--- config.mk ---
export PLATFORM = sky130hd
export DESIGN_NAME = char_lcd_buf_ctrl
export DESIGN_NICKNAME = d
export VERILOG_FILES = /design/src/rtl/char_lcd_pkg.sv /design/src/rtl/char_lcd_tick.sv /design/src/rtl/char_lcd_buf_ctrl.sv
export SDC_FILE = /design/constraint.sdc
export NUM_CORES = 1
export LEC_CHECK = 0
export CORE_ASPECT_RATIO = 0.75
export CORE_MARGIN = 3
export CORE_UTILIZATION = 40
export CTS_CLUSTER_SIZE = 25
export DETAILED_ROUTE_END_ITERATION = 8
export SLEW_MARGIN = 10
export SYNTH_ARGS = -nofsm -noshare
export SYNTH_HDL_FRONTEND = slang
export SYNTH_HIERARCHICAL = 1
export SYNTH_SLANG_ARGS = --single-unit
--- constraint.sdc ---
create_clock -name clk -period 12.1 [get_ports clk]
set_clock_uncertainty 0.1 [all_clocks]
set_input_delay 1.815 -clock clk [delete_from_list [all_inputs] [get_ports clk]]
set_output_delay 1.815 -clock clk [all_outputs]
set_load 0.03 [all_outputs]
--- src/rtl/char_lcd_pkg.sv ---
// rtl/char_lcd_pkg.sv - shared FSM encoding, LCD command bytes and row base offsets
package char_lcd_pkg;

    typedef enum logic [2:0] {
        PWR_WAIT,
        INIT_FUNC,
        INIT_DISP,
        INIT_ENTRY,
        INIT_CLR,
        CLR_WAIT,
        SET_ADDR,
        WR_CHAR
    } lcd_state_t;

    // 8-bit bus, two-line mode, 5x8 font
    localparam logic [7:0] CMD_FUNC  = 8'h38;
    // display on, cursor off, blink off
    localparam logic [7:0] CMD_DISP  = 8'h0C;
    // auto-increment address, no display shift
    localparam logic [7:0] CMD_ENTRY = 8'h06;
    localparam logic [7:0] CMD_CLR   = 8'h01;
    // set DDRAM address; OR with the row base offset
    localparam logic [7:0] CMD_ADDR  = 8'h80;

    // DDRAM start address of each row; rows 2/3 continue rows 0/1 after COLS chars
    function automatic logic [7:0] row_base(input logic [1:0] row, input int cols);
        case (row)
            2'd0:    row_base = 8'h00;
            2'd1:    row_base = 8'h40;
            2'd2:    row_base = 8'(cols);
            default: row_base = 8'(cols) + 8'h40;
        endcase
    endfunction

endpackage

--- src/rtl/char_lcd_tick.sv ---
// rtl/char_lcd_tick.sv - divides the system clock into a one-clock LCD tick enable
module char_lcd_tick #(
    parameter int CLK_DIV = 50
) (
    input  logic clk,
    input  logic reset,
    output logic tick
);

    localparam int CW = (CLK_DIV > 1) ? $clog2(CLK_DIV) : 1;

    logic [CW-1:0] cnt;

    assign tick = (cnt == CW'(CLK_DIV - 1));

    // free-running modulo-CLK_DIV counter
    always_ff @(posedge clk or posedge reset) begin
        if (reset) begin
            cnt <= '0;
        end else if (tick) begin
            cnt <= '0;
        end else begin
            cnt <= cnt + 1'b1;
        end
    end

endmodule

--- src/rtl/char_lcd_buf_ctrl.sv ---
// rtl/char_lcd_buf_ctrl.sv - character buffer with HD44780-style init and continuous refresh
module char_lcd_buf_ctrl
    import char_lcd_pkg::*;
#(
    parameter int CLK_DIV   = 50,
    parameter int COLS      = 16,
    parameter int ROWS      = 2,
    parameter int PWR_TICKS = 16000,
    parameter int CLR_TICKS = 2000
) (
    input  logic                            clk,
    input  logic                            reset,
    input  logic                            wr_en,
    input  logic [$clog2(ROWS*COLS)-1:0]    wr_addr,
    input  logic [7:0]                      wr_data,
    output logic                            lcd_e,
    output logic                            lcd_rs,
    output logic                            lcd_rw,
    output logic [7:0]                      lcd_db,
    output logic                            init_done,
    output logic                            frame_done
);

    localparam int AW   = $clog2(ROWS * COLS);
    localparam int RW   = (ROWS > 1) ? $clog2(ROWS) : 1;
    localparam int CW   = $clog2(COLS);
    localparam int MAXW = (PWR_TICKS > CLR_TICKS) ? PWR_TICKS : CLR_TICKS;
    localparam int WW   = $clog2(MAXW + 1);

    logic            tick;
    logic [7:0]      mem [ROWS*COLS];

    lcd_state_t      state, state_n;
    logic [1:0]      phase, phase_n;
    logic [WW-1:0]   wait_cnt, wait_n;
    logic [RW-1:0]   row, row_n;
    logic [CW-1:0]   col, col_n;
    logic            e_n, rs_n, done_n, frame_n;
    logic [7:0]      db_n;
    logic            xfer_rs;
    logic [7:0]      xfer_byte;
    logic [AW-1:0]   rd_idx;

    assign lcd_rw = 1'b0;
    assign rd_idx = AW'(int'(row) * COLS + int'(col));

    char_lcd_tick #(
        .CLK_DIV (CLK_DIV)
    ) u_tick (
        .clk   (clk),
        .reset (reset),
        .tick  (tick)
    );

    // character buffer: host writes land on the next edge, out-of-range indices dropped
    always_ff @(posedge clk or posedge reset) begin
        if (reset) begin
            for (int i = 0; i < ROWS * COLS; i++) begin
                mem[i] <= 8'h20;
            end
        end else if (wr_en && (int'(wr_addr) < ROWS * COLS)) begin
            mem[wr_addr] <= wr_data;
        end
    end

    // state, counters and registered LCD pins
    always_ff @(posedge clk or posedge reset) begin
        if (reset) begin
            state      <= PWR_WAIT;
            phase      <= 2'd0;
            wait_cnt   <= '0;
            row        <= '0;
            col        <= '0;
            lcd_e      <= 1'b0;
            lcd_rs     <= 1'b0;
            lcd_db     <= 8'h00;
            init_done  <= 1'b0;
            frame_done <= 1'b0;
        end else begin
            state      <= state_n;
            phase      <= phase_n;
            wait_cnt   <= wait_n;
            row        <= row_n;
            col        <= col_n;
            lcd_e      <= e_n;
            lcd_rs     <= rs_n;
            lcd_db     <= db_n;
            init_done  <= done_n;
            frame_done <= frame_n;
        end
    end

    // next-state logic; each byte is a 4-tick transfer (setup, e high x2, e low)
    always_comb begin
        state_n   = state;
        phase_n   = phase;
        wait_n    = wait_cnt;
        row_n     = row;
        col_n     = col;
        e_n       = lcd_e;
        rs_n      = lcd_rs;
        db_n      = lcd_db;
        done_n    = init_done;
        frame_n   = 1'b0;
        xfer_rs   = 1'b0;
        xfer_byte = 8'h00;

        case (state)
            INIT_FUNC:  xfer_byte = CMD_FUNC;
            INIT_DISP:  xfer_byte = CMD_DISP;
            INIT_ENTRY: xfer_byte = CMD_ENTRY;
            INIT_CLR:   xfer_byte = CMD_CLR;
            SET_ADDR:   xfer_byte = CMD_ADDR | row_base(2'(row), COLS);
            WR_CHAR: begin
                xfer_rs   = 1'b1;
                xfer_byte = mem[rd_idx];
            end
            default: ;
        endcase

        if (tick) begin
            case (state)
                PWR_WAIT: begin
                    if (wait_cnt == WW'(PWR_TICKS - 1)) begin
                        wait_n  = '0;
                        state_n = INIT_FUNC;
                    end else begin
                        wait_n = wait_cnt + 1'b1;
                    end
                end
                CLR_WAIT: begin
                    if (wait_cnt == WW'(CLR_TICKS - 1)) begin
                        wait_n  = '0;
                        done_n  = 1'b1;
                        row_n   = '0;
                        col_n   = '0;
                        state_n = SET_ADDR;
                    end else begin
                        wait_n = wait_cnt + 1'b1;
                    end
                end
                default: begin
                    case (phase)
                        2'd0: begin
                            rs_n = xfer_rs;
                            db_n = xfer_byte;
                            e_n  = 1'b0;
                        end
                        2'd1:    e_n = 1'b1;
                        2'd2:    e_n = 1'b1;
                        default: e_n = 1'b0;
                    endcase
                    phase_n = phase + 2'd1;
                    if (phase == 2'd3) begin
                        case (state)
                            INIT_FUNC:  state_n = INIT_DISP;
                            INIT_DISP:  state_n = INIT_ENTRY;
                            INIT_ENTRY: state_n = INIT_CLR;
                            INIT_CLR:   state_n = CLR_WAIT;
                            SET_ADDR: begin
                                col_n   = '0;
                                state_n = WR_CHAR;
                            end
                            WR_CHAR: begin
                                if (col == CW'(COLS - 1)) begin
                                    col_n   = '0;
                                    state_n = SET_ADDR;
                                    if (row == RW'(ROWS - 1)) begin
                                        row_n   = '0;
                                        frame_n = 1'b1;
                                    end else begin
                                        row_n = row + 1'b1;
                                    end
                                end else begin
                                    col_n = col + 1'b1;
                                end
                            end
                            default: ;
                        endcase
                    end
                end
            endcase
        end
    end

endmodule

Word-level counts from Yosys, hierarchy flattened
Cells that the tools add are included.

word-level totals
  bits in registers = 298
  input port bits = 16

cells by class
  bitwise logic cells = 5
  order comparisons = 3
  reduce and logical (&&, ||, !) cells = 19
  $add $sub $neg = 6
  equal/unequal tests = 17
  mux-type cells = 37

operator list
  cell                     number
  $bwmux W256              1
  $pmux W8 S6              1
  $bmux W8 S5              1
  $demux W8 S5             1
  $mux W14                 2
  $pmux W14 S2             1
  $mux W8                  3
  $pmux W3 S6              1
  $pmux W4 S2              2
  $add A14 B1 Y14 const B  1
  $eq A14 B11 Y1 const B   1
  $eq A14 B14 Y1 const B   1
  $pmux W7 S2              1
  $mux W1                  13
  $eq A3 B3 Y1 const B     4
  $ge A6 B6 Y1 const B     2
  $mux W3                  4
  $mux W4                  3
  $not A5 Y6               2
  $reduce_and A6 Y1        2
  $reduce_bool A2 Y1       4
  $reduce_bool A8 Y1       1
  $add A6 B1 Y6 const B    1
  $eq A3 B2 Y1 const B     2
  24 further kinds         32

Logic depth before layout (Yosys ltp)
Gate-level depths: netlist (run 1).

  depth in word-level cells = 6
  gate-level depth with buffers = 10
  mapped depth without buffers = 9

Modules after synthesis
The synthesis (run 1) kept the hierarchy.

modules (own cells, without submodules)
  module             cells an instance  times used  area each (um^2)
  char_lcd_buf_ctrl  981                1           13,741.9
  char_lcd_tick      26                 1           296.5

Worst setup path before layout (run 1)
Ideal clock, no wire load.

  path kind = input port to flip-flop
  start point = input port wr_addr[1]
  end point = register mem[24] in the netlist's numbering
  setup slack = 8.674 ns
  required time = 11.875 ns
  arrival = 3.202 ns
  stages = 5
  path buffers = 2
  path through = clkbuf_1 or3b_2 clkbuf_1 nor2_2 mux2_2

on the way
  word-level cells in the longest chain between the ends = 6

RTL lines
  item                                                                       RTL line                 text
  start, declared                                                            char_lcd_buf_ctrl.sv:14  input logic [$clog2(ROWS*COLS)-1:0] wr_addr,
  $not A5 Y6 (implied by the code) (*)                                       char_lcd_buf_ctrl.sv:62  mem[wr_addr] <= wr_data;
  $ge A6 B6 Y1 (implied by the code) / $lt A6 B1 Y1 (equally long branches)  char_lcd_buf_ctrl.sv:62
  $logic_and A1 B1 Y1 (implied by the code)                                  char_lcd_buf_ctrl.sv:62
  $mux W8 (implied by the code)                                              char_lcd_buf_ctrl.sv:62
  $demux W8 S5 (*)                                                           char_lcd_buf_ctrl.sv:62
  $bwmux W256 (*)                                                            char_lcd_buf_ctrl.sv:62
  end signal, assigned by index                                              char_lcd_buf_ctrl.sv:62
  end, declared                                                              char_lcd_buf_ctrl.sv:31  logic [7:0] mem [ROWS*COLS];

Mark *: on every way between the ends. The rest lies on a longest branch, timed or not.
A chain may end at the register's enable or synchronous reset.

==> flow_summary.ini, run 1 <==
[worst_setup_path]
critical_path_class = in -> async
critPathTopFamily = buffers and inverters
cpMaxStageDelayCell = buf_4
crit_path_end_kind = async pin
worstPathMaxFanout = 136
path_cells = clkdlybuf4s50_1 > inv_8 > buf_4
worst_ep_arrival_time_ns = 4.09
slowest_delay_ns = 0.93
cp-start-kind = primary input
worstPathRequired_ns = 12.41
path_buf_inv = 3
reg2reg_slack_ns = 8.41

[yosys]
synth_edf_count = 0
synth_seq_area_share_pct = 53.2
synth_top_family_by_area = multiplexers
yosysWarnings = 6
syn_area_per_cell_sq_um = 13.9
synth_compound_area_share_pct = 4.30
post_synth_inst_count = 1007
synthXorXnorAreaFrac_pct = 0.749
synthDistinctLibCells = 64
synthArstFlopShare_pct = 100
synth_nets = 1029
yosys.area_share.adder_pct = 0.535
ys.flop_type = dfrtp_1
syn-cell-area_sq_um = 14000
synth_simple_gate_area_share_pct = 6.35
synth-seq-cells = 297
synth_mux_area_share_pct = 32.4

[grt]
grt_max_degree = 137
antenna_found_initial = 0
grt-ovfl-total = 0
grtUsageTotal_pct = 18.1
grt_pass1_vias = 8587
grt_pass1_wl_mm = 53.0

[route]
ant_nets = 0
wl_per_cell_microns = 22.4
dr.pass1.iters = 4
drt_iter0_markers = 674
via_per_inst = 5.68
drc = 0
num_vias = 8445
drt_wl_total_mm = 33.4

[timing]
max-slew-margin-rel_pct = 32.1
worst_slew_pin_slew_ns = 1.02
fin_crit_sh_pct = 31.3
final_hold_viol_count = 0
drv_slew = 0
fin_crit_ns = 3.78
finalSetupViolCount = 0
rsz0062_at_grt = no
max_freq_mhz = 264
holdWs_ns = 0.383
finalSetupTns_ns = 0

[power]
leakage_nw = 6.59
powerDensity_nw_per_um2 = 160
vdd_drop_max_uv = 144
finalPower_mw = 2.52

[run]
drv_cap = 0

[clocking]
cts_resized = 0
cts_sinks = 297
clk_pin_slew_ns = 0.06
cts_buffer_depth = 3
numCtsBuffers = 30
cts_max_level = 1
clock_latency_ns = 0.57
tritoncts = yes
post_cts_buffers = 0
cts_hold_buf = 0
clock-root-buffer = clkbuf_16

[floorplanning]
initial_core_util_pct = 41.2
die_h_microns = 168
num_rows = 58
io_pins = 29
die_area_sq_um = 37400
coreArea_sq_um = 34000
die_width_microns = 222

[final_layout]
utilization_pct = 46.1
layout_common_cells = mux2_2, dfrtp_1, mux4_2, nand2_1, nor2_1
area_growth_pct = 11.9
n_antenna_cell = 0
drive_gt1_share_pct = 41.1
finalNetCount = 1036

[place]
hpwl_mm = 21.5
gp_congestion = 0.796
io_buffer_count = 27

[min_path]
hold_class = reg -> reg

[status]
status = complete, no violations
[stage by stage]
| step | setup slack (ns) | instances | cell area [sq um] |
|---|---|---|---|
| 2_1_floorplan | 2.20 | 1007 | 14000 |
| 3_3_place_gp | 7.63 | 1432 | 14700 |
| 3_5_place_dp | 7.59 | 1432 | 14700 |
| 4_1_cts | 8.19 | 1488 | 15700 |
| 5_1_grt | 7.91 | 1488 | 15700 |
| 6_report | 8.32 | 1488 | 15700 |
[metal layers]
metal  wire (microns)  share of wire (%)  GRT usage, %
met3             1800                5.4          3.92
met2            14100                 42          25.7
met1            17000                 51          28.8
met4              481                1.4          2.86
met5                0                  0             0
[path summary, 6_finish.rpt]
kind | start | end | cells past startpoint
worst max-delay path | reset | col[0] | 3
worst min-delay path | lcd_rs | lcd_rs | 2
worst max register to register | col[0] | lcd_db[1] | 6
worst min register to register | lcd_rs | lcd_rs | 2
max in group clk | col[0] | lcd_db[1] | 6
min in group asynchronous | reset | u_tick/cnt[5] | 2
[registers in the layout, summed over array words and instances (netlist names)]
signal,flops
mem,256
phase,1
u_tick/cnt,6
wait_cnt,14
state,3
lcd_db,8
frame_done,1
col,4
lcd_e,1
lcd_rs,1
row,1
init_done,1
[logic make-up (layout without fill, tap and decap cells)]
logic type | Yosys count | count (layout)
adder cells (fa/ha/maj) | 6 | 6
other | 1 | 1
AO/OA/AOI/OAI | 87 | 87
AND/OR/NAND/NOR | 172 | 172
buffers and inverters | 80 | 111
multiplexers | 352 | 352
flip-flops | 297 | 297
XOR/XNOR | 12 | 12
[synthesized netlist by cell type, types with 8 or more instances]
| cell type | number | share of area [%] |
|---|---|---|
| a21oi_1 | 17 | 0.61 |
| buf_2 | 9 | 0.32 |
| clkbuf_1 | 44 | 1.2 |
| dfrtp_1 | 265 | 47 |
| dfstp_2 | 32 | 6.0 |
| inv_1 | 13 | 0.35 |
| mux2_2 | 263 | 21 |
| mux2i_1 | 32 | 2.3 |
| mux4_2 | 56 | 9.0 |
| nand2_1 | 44 | 1.2 |
| nand3_1 | 25 | 0.89 |
| nand4_1 | 8 | 0.36 |
| nor2_1 | 40 | 1.1 |
| nor3_1 | 10 | 0.36 |
| o21ai_0 | 21 | 0.75 |
| xor2_1 | 8 | 0.50 |
[worst min-delay path, delay by kind of cell (launching register included)]
family           cells  cell delay [ns]
flip-flops           1             0.34
AO/OA/AOI/OAI        1             0.06
AND/OR/NAND/NOR      1             0.05
[layout make-up]
type                       count  area [sq um]
clock inverter                12           138
timing repair buffer          40           368
tap                          450           563
clock buffer                  44           865
multi-input combinational    630          6230
sequential                   297          7480
fill                        3006         18300
inverter                      15          63.8
[power breakdown]
group	internal (mW)	total, mW	leakage (nW)	switching, mW
Sequential	1.17	1.25	3.75	0.0779
Clock	0.557	0.948	0.495	0.390
Combinational	0.188	0.316	2.34	0.127
Total	1.92	2.52	6.59	0.596
Note: power is estimated with default switching activity, not from simulation.
==> run 2: changes to the inputs <==
Clock period 12.1 ns to 3.6 ns, I/O delays scaled along.
==> run 2 against run 1 <==
Compared with the run above: wire length rose by 0.36%; sequential power rose to 3.4 times the previous value; critical endpoint is now lcd_db[0]; largest power group unchanged; global-route usage rose by 0.14 points; sequential cell count did not move; total power rose to 3.4 times the previous value; critical path depth rose by 2; final area rose by 1.5%.
==> flow_summary.ini, run 2 (synthesis gave the netlist of run 1 again) <==
[final_layout]
layout_common_cells = mux2_2, dfrtp_1, mux4_2, nand2_1, nor2_1
reg.largest.list = mem: 256 flops, wait_cnt: 14 flops, lcd_db: 8 flops
regMostFlops = mem
largest_reg_flops = 256
utilization_pct = 46.8
postLayoutCellArea_sq_um = 15900
area_growth_pct = 13.6
n_antenna_cell = 0
fillers = 3026
finalNetCount = 1056
fin_cells = 1508
drive_gt1_share_pct = 42.3

[worst_setup_path]
worst_ep_arrival_time_ns = 3.11
path_buf_inv = 1
cpMaxStageDelayCell = dfrtp_4
path_cells = buf_12 > mux4_2 > mux4_2 > nand3_1 > nand3_1
worstPathMaxFanout = 30
reg2reg_slack_ns = 0.84
slowest_delay_ns = 0.80
crit_start = col[0]
cp-start-kind = flip-flop
critPathTopFamily = multiplexers
worstPathRequired_ns = 3.95
cp.depth = 5
crit_end = lcd_db[0]
reg2reg_depth = 5
worstReg2RegStart = col[0]
crit_path_end_kind = flip-flop
critical_path_class = reg -> reg
rr_endpoint = lcd_db[0]

[clocking]
cts_max_level = 1
cts_resized = 0
cts_sinks = 297
post_cts_buffers = 0
clock_latency_ns = 0.56
cts_buffer_depth = 3
tritoncts = yes
clock-root-buffer = clkbuf_16
numCtsBuffers = 31
clk_pin_slew_ns = 0.07
cts_hold_buf = 0

[route]
ant_nets = 0
wl_per_cell_microns = 22.2
drt_iter0_markers = 595
drt_wl_total_mm = 33.5
dr.pass1.iters = 5
via_per_inst = 5.62
drc = 0
num_vias = 8468

[timing]
fin_crit_sh_pct = 76.7
finalSetupViolCount = 0
drv_slew = 0
worst_slew_pin_slew_ns = 1.18
max_freq_mhz = 362
max-slew-margin-rel_pct = 21.1
final_hold_viol_count = 0
fin_crit_ns = 2.76
rsz0062_at_grt = no
setup_ws_ns = 0.837

[place]
io_buffer_count = 27
hpwl_mm = 22.5
dpl_cell_area_sq_um = 14900
gp_congestion = 0.832
dp.cells = 1451
dp_slack_ns = 0.743

[power]
vdd_drop_max_uv = 382
p_sw_share_pct = 23.8
p_sw_mw = 2.04
pwr-share-seq_pct = 49.2
powerDensity_nw_per_um2 = 538
p_comb_share_pct = 12.5
leakage_nw = 6.72
power.internal_mw = 6.53
finalPower_mw = 8.57
pwr-share-clk_pct = 38.3

[grt]
antenna_found_initial = 0
grtUsageTotal_pct = 18.2
grt-ovfl-total = 0
grt_max_degree = 75
grt_pass1_wl_mm = 53.4
grt_pass1_vias = 8685

[floorplanning]
num_rows = 58
die_width_microns = 222
coreArea_sq_um = 34000
io_pins = 29
die_area_sq_um = 37400
die_h_microns = 168
initial_core_util_pct = 41.2

[status]
status = complete, no violations

[min_path]
hold_class = in -> async

[run]
drv_cap = 0
-- run 2: changes by cell type in the layout (fill, tap and decap cells not counted) --
cell             before  now
buf_12                0    5
buf_2                 0    1
buf_4                13   27
clkbuf_8              4    7
clkdlybuf4s50_1      27   26
clkinv_2              8    4
clkinvlp_4            1    3
-- run 2: worst min path at each step --
| stage | end | slack, ns | depth (start not counted) |
|---|---|---|---|
| 4_1_cts | u_tick/cnt[3] | 0.17 | 2 |
| 2_1_floorplan | u_tick/cnt[0] | 0.23 | 1 |
| 3_3_place_gp | mem[27] | 0.37 | 1 |
| 6_report | u_tick/cnt[3] | 0.19 | 2 |
| 3_5_place_dp | mem[27] | 0.38 | 1 |
| 5_1_grt | u_tick/cnt[4] | 0.19 | 2 |
-- run 2: worst register-to-register path: cells and delay by family (launching register included) --
| family | cells | cell delay (ns) |
|---|---|---|
| buffers and inverters | 1 | 0.34 |
| and+or+nand+nor | 2 | 0.21 |
| muxes | 2 | 1.19 |
| DFF | 1 | 0.80 |
-- run 2: layout make-up --
type	instances	area, sq um	area share [%]
Clock buffer	47	906	5.68
Timing Repair Buffer	59	568	3.56
Clock inverter	10	136	0.855
Sequential cell	297	7480	46.9
Tap cell	450	563	3.53
Multi-Input combinational cell	630	6230	39.1
Inverter	15	60.1	0.377
-- run 2: per-stage QoR --
step                hold slack [ns]  TNS (ns)
detailed placement            0.379         0
CTS                           0.168         0
finish                        0.190         0
global route                  0.193         0
floorplan                     0.231   -226.64
global placement              0.368         0
-- run 2: power by group through the flow --
| stage | combinational, mW | sequential, mW | clock [mW] |
|---|---|---|---|
| global route | 1.16 | 4.29 | 3.52 |
| detailed placement | 1.08 | 4.27 | 0 |
| floorplan | 0.830 | 4.18 | 0 |
| global placement | 1.05 | 4.25 | 0 |
| CTS | 1.08 | 4.22 | 3.38 |
| finish | 1.07 | 4.22 | 3.29 |
-- run 2: metal layers --
| metal | global-route usage, % | vias to the layer above | wire (microns) |
|---|---|---|---|
| met1 | 29.1 | 4464 | 17300 |
| met4 | 3.73 | 0 | 584 |
| li1 | - | 3803 | - |
| met5 | 0 | - | 0 |
| met2 | 25.9 | 162 | 14100 |
| met3 | 3.31 | 39 | 1530 |
==> run 3: changes to the inputs <==
Clock period 3.6 ns to 2.8 ns, I/O delays scaled along.
==> run 3 against run 2 <==
Compared with the run above: critical path depth up 1; largest cell class unchanged; clock power grew 38%; via count rose by 3.3%; critical path type unchanged; global-route usage is 0.44 points higher; count of clock-buffer cells in the layout is 1 lower; final area increased by 2.4%.
==> flow_summary.ini, run 3 (synthesis gave the netlist of run 1 again) <==
[status]
status = complete, no violations

[min_path]
hold_class = in -> async

[final_layout]
finalNetCount = 1090
largest_reg_flops = 256
reg.largest.list = mem: 256 flops, wait_cnt: 14 flops, lcd_db: 8 flops
fillers = 3004
n_antenna_cell = 0
postLayoutCellArea_sq_um = 16300
drive_gt1_share_pct = 44.2
layout_common_cells = mux2_2, dfrtp_1, buf_4, mux4_2, nand2_1
register_area_sq_um = 7480
area_growth_pct = 16.3
regMostFlops = mem
multiInputGateArea_sq_um = 6230

[timing]
finalSetupViolCount = 0
rsz0062_at_grt = no
fin_crit_ns = 2.55
setup_ws_ns = 0.250
max_freq_mhz = 392
final_hold_viol_count = 0
fin_crit_sh_pct = 91.1
drv_slew = 0
worst_slew_pin_slew_ns = 0.678
max-slew-margin-rel_pct = 54.3

[worst_setup_path]
slowest_delay_ns = 0.60
cp-start-kind = flip-flop
rr_endpoint = lcd_db[5]
worstPathRequired_ns = 3.16
worstReg2RegStart = col[0]
path_cells = buf_12 > mux4_2 > mux2_2 > a21oi_1 > o21ai_0 > o22a_1
reg2reg_slack_ns = 0.25
cpMaxStageDelayCell = dfrtp_4
reg2reg_depth = 6
crit_path_end_kind = flip-flop
worst_ep_arrival_time_ns = 2.91
critical_path_class = reg -> reg
path_buf_inv = 1
crit_start = col[0]
critPathTopFamily = multiplexers
worstPathMaxFanout = 31

[grt]
met2_usage_pct = 26.5
grt-ovfl-total = 0
grtUsageMet1_pct = 29.9
grtUsageTotal_pct = 18.7
grt_pass1_wl_mm = 54.7
antenna_found_initial = 0
grt_pass1_vias = 8715
met3_usage_pct = 3.52
grt_max_degree = 67
busiest_layer = met1

[clocking]
clock-root-buffer = clkbuf_16
cts_resized = 0
clock_latency_ns = 0.57
cts_max_level = 1
post_cts_buffers = 0
cts_hold_buf = 0
numCtsBuffers = 30
cts_sinks = 297
cts_buffer_depth = 3
tritoncts = yes
clk_pin_slew_ns = 0.06

[run]
drv_cap = 0

[power]
leakage_nw = 6.95
vdd_drop_max_uv = 500
finalPower_mw = 11.4
pwr-share-clk_pct = 39.9
pwr-share-seq_pct = 47.8
p_sw_share_pct = 23.4
power.internal_mw = 8.71
p_sw_mw = 2.65
powerDensity_nw_per_um2 = 696
p_comb_share_pct = 12.3

[place]
dp_slack_ns = 0.248
gp_congestion = 0.824
hpwl_mm = 23.3
dpl_cell_area_sq_um = 15200
io_buffer_count = 27

[route]
num_vias = 8748
ant_nets = 0
wl_per_cell_microns = 22.4
drt_wl_total_mm = 34.6
drc = 0
dr.pass1.iters = 5
drt_iter0_markers = 668
via_per_inst = 5.67

[floorplanning]
die_width_microns = 222
coreArea_sq_um = 34000
num_rows = 58
io_pins = 29
die_area_sq_um = 37400
die_h_microns = 168
initial_core_util_pct = 41.2
==> run 3: cell types whose count changed in the layout (fill, tap and decap cells not counted), sizes merged <==
cell,before,now
buf,33,67
bufinv,3,6
clkinvlp,3,1
clkbuf,47,46
clkdlybuf4s50,26,27
inv,13,12
==> run 3: area by class of cell <==
cell class / instances / area share, %
Timing Repair Buffer: 94 / 5.35
Tap cell: 450 / 3.45
Clock buffer: 46 / 5.59
Sequential cell: 297 / 45.8
Clock inverter: 10 / 1.29
Inverter: 15 / 0.368
Multi-Input combinational cell: 630 / 38.2
==> run 3: power by group through the flow <==
stage          Combinational [mW]  Sequential [mW]  Clock [mW]
2_1_floorplan                1.07             5.37           0
3_3_place_gp                 1.36             5.48           0
3_5_place_dp                 1.41             5.50           0
4_1_cts                      1.41             5.43        4.64
5_1_grt                      1.52             5.52        4.83
6_report                     1.39             5.43        4.54
==> run 3: worst max path at each step <==
stage                end  slack, ns  cells past startpoint
2_1_floorplan     col[0]      -1.56                      1
3_3_place_gp    mem[154]       0.29                      4
3_5_place_dp    mem[153]       0.25                      4
4_1_cts        lcd_db[2]       0.27                      5
5_1_grt        lcd_db[2]       0.15                      6
6_report       lcd_db[5]       0.25                      6
==> run 3: worst reg2reg max path: cells and delay by family (launching register included) <==
kind                   cells  cell delay (ns)
muxes                      2             0.95
DFF                        1             0.60
AOI/OAI and AO/OA          3             0.51
buffers and inverters      1             0.28
==> run 3: per-layer routing <==
| metal | share of wire (%) | vias up |
|---|---|---|
| li1 | - | 3853 |
| met4 | 1.6 | 0 |
| met3 | 5.7 | 41 |
| met1 | 50 | 4639 |
| met2 | 42 | 215 |
| met5 | 0 | - |
==> run 3: through the flow <==
stage	util [%]	setup TNS [ns]	hold slack, ns	instances
floorplan	-	-419.70	0.111	1007
CTS	48.0	0	0.0312	1542
finish	48.0	0	0.0525	1542
global route	48.0	0	0.0718	1542
global placement	44.7	0	0.370	1486
detailed placement	44.7	0	0.378	1486
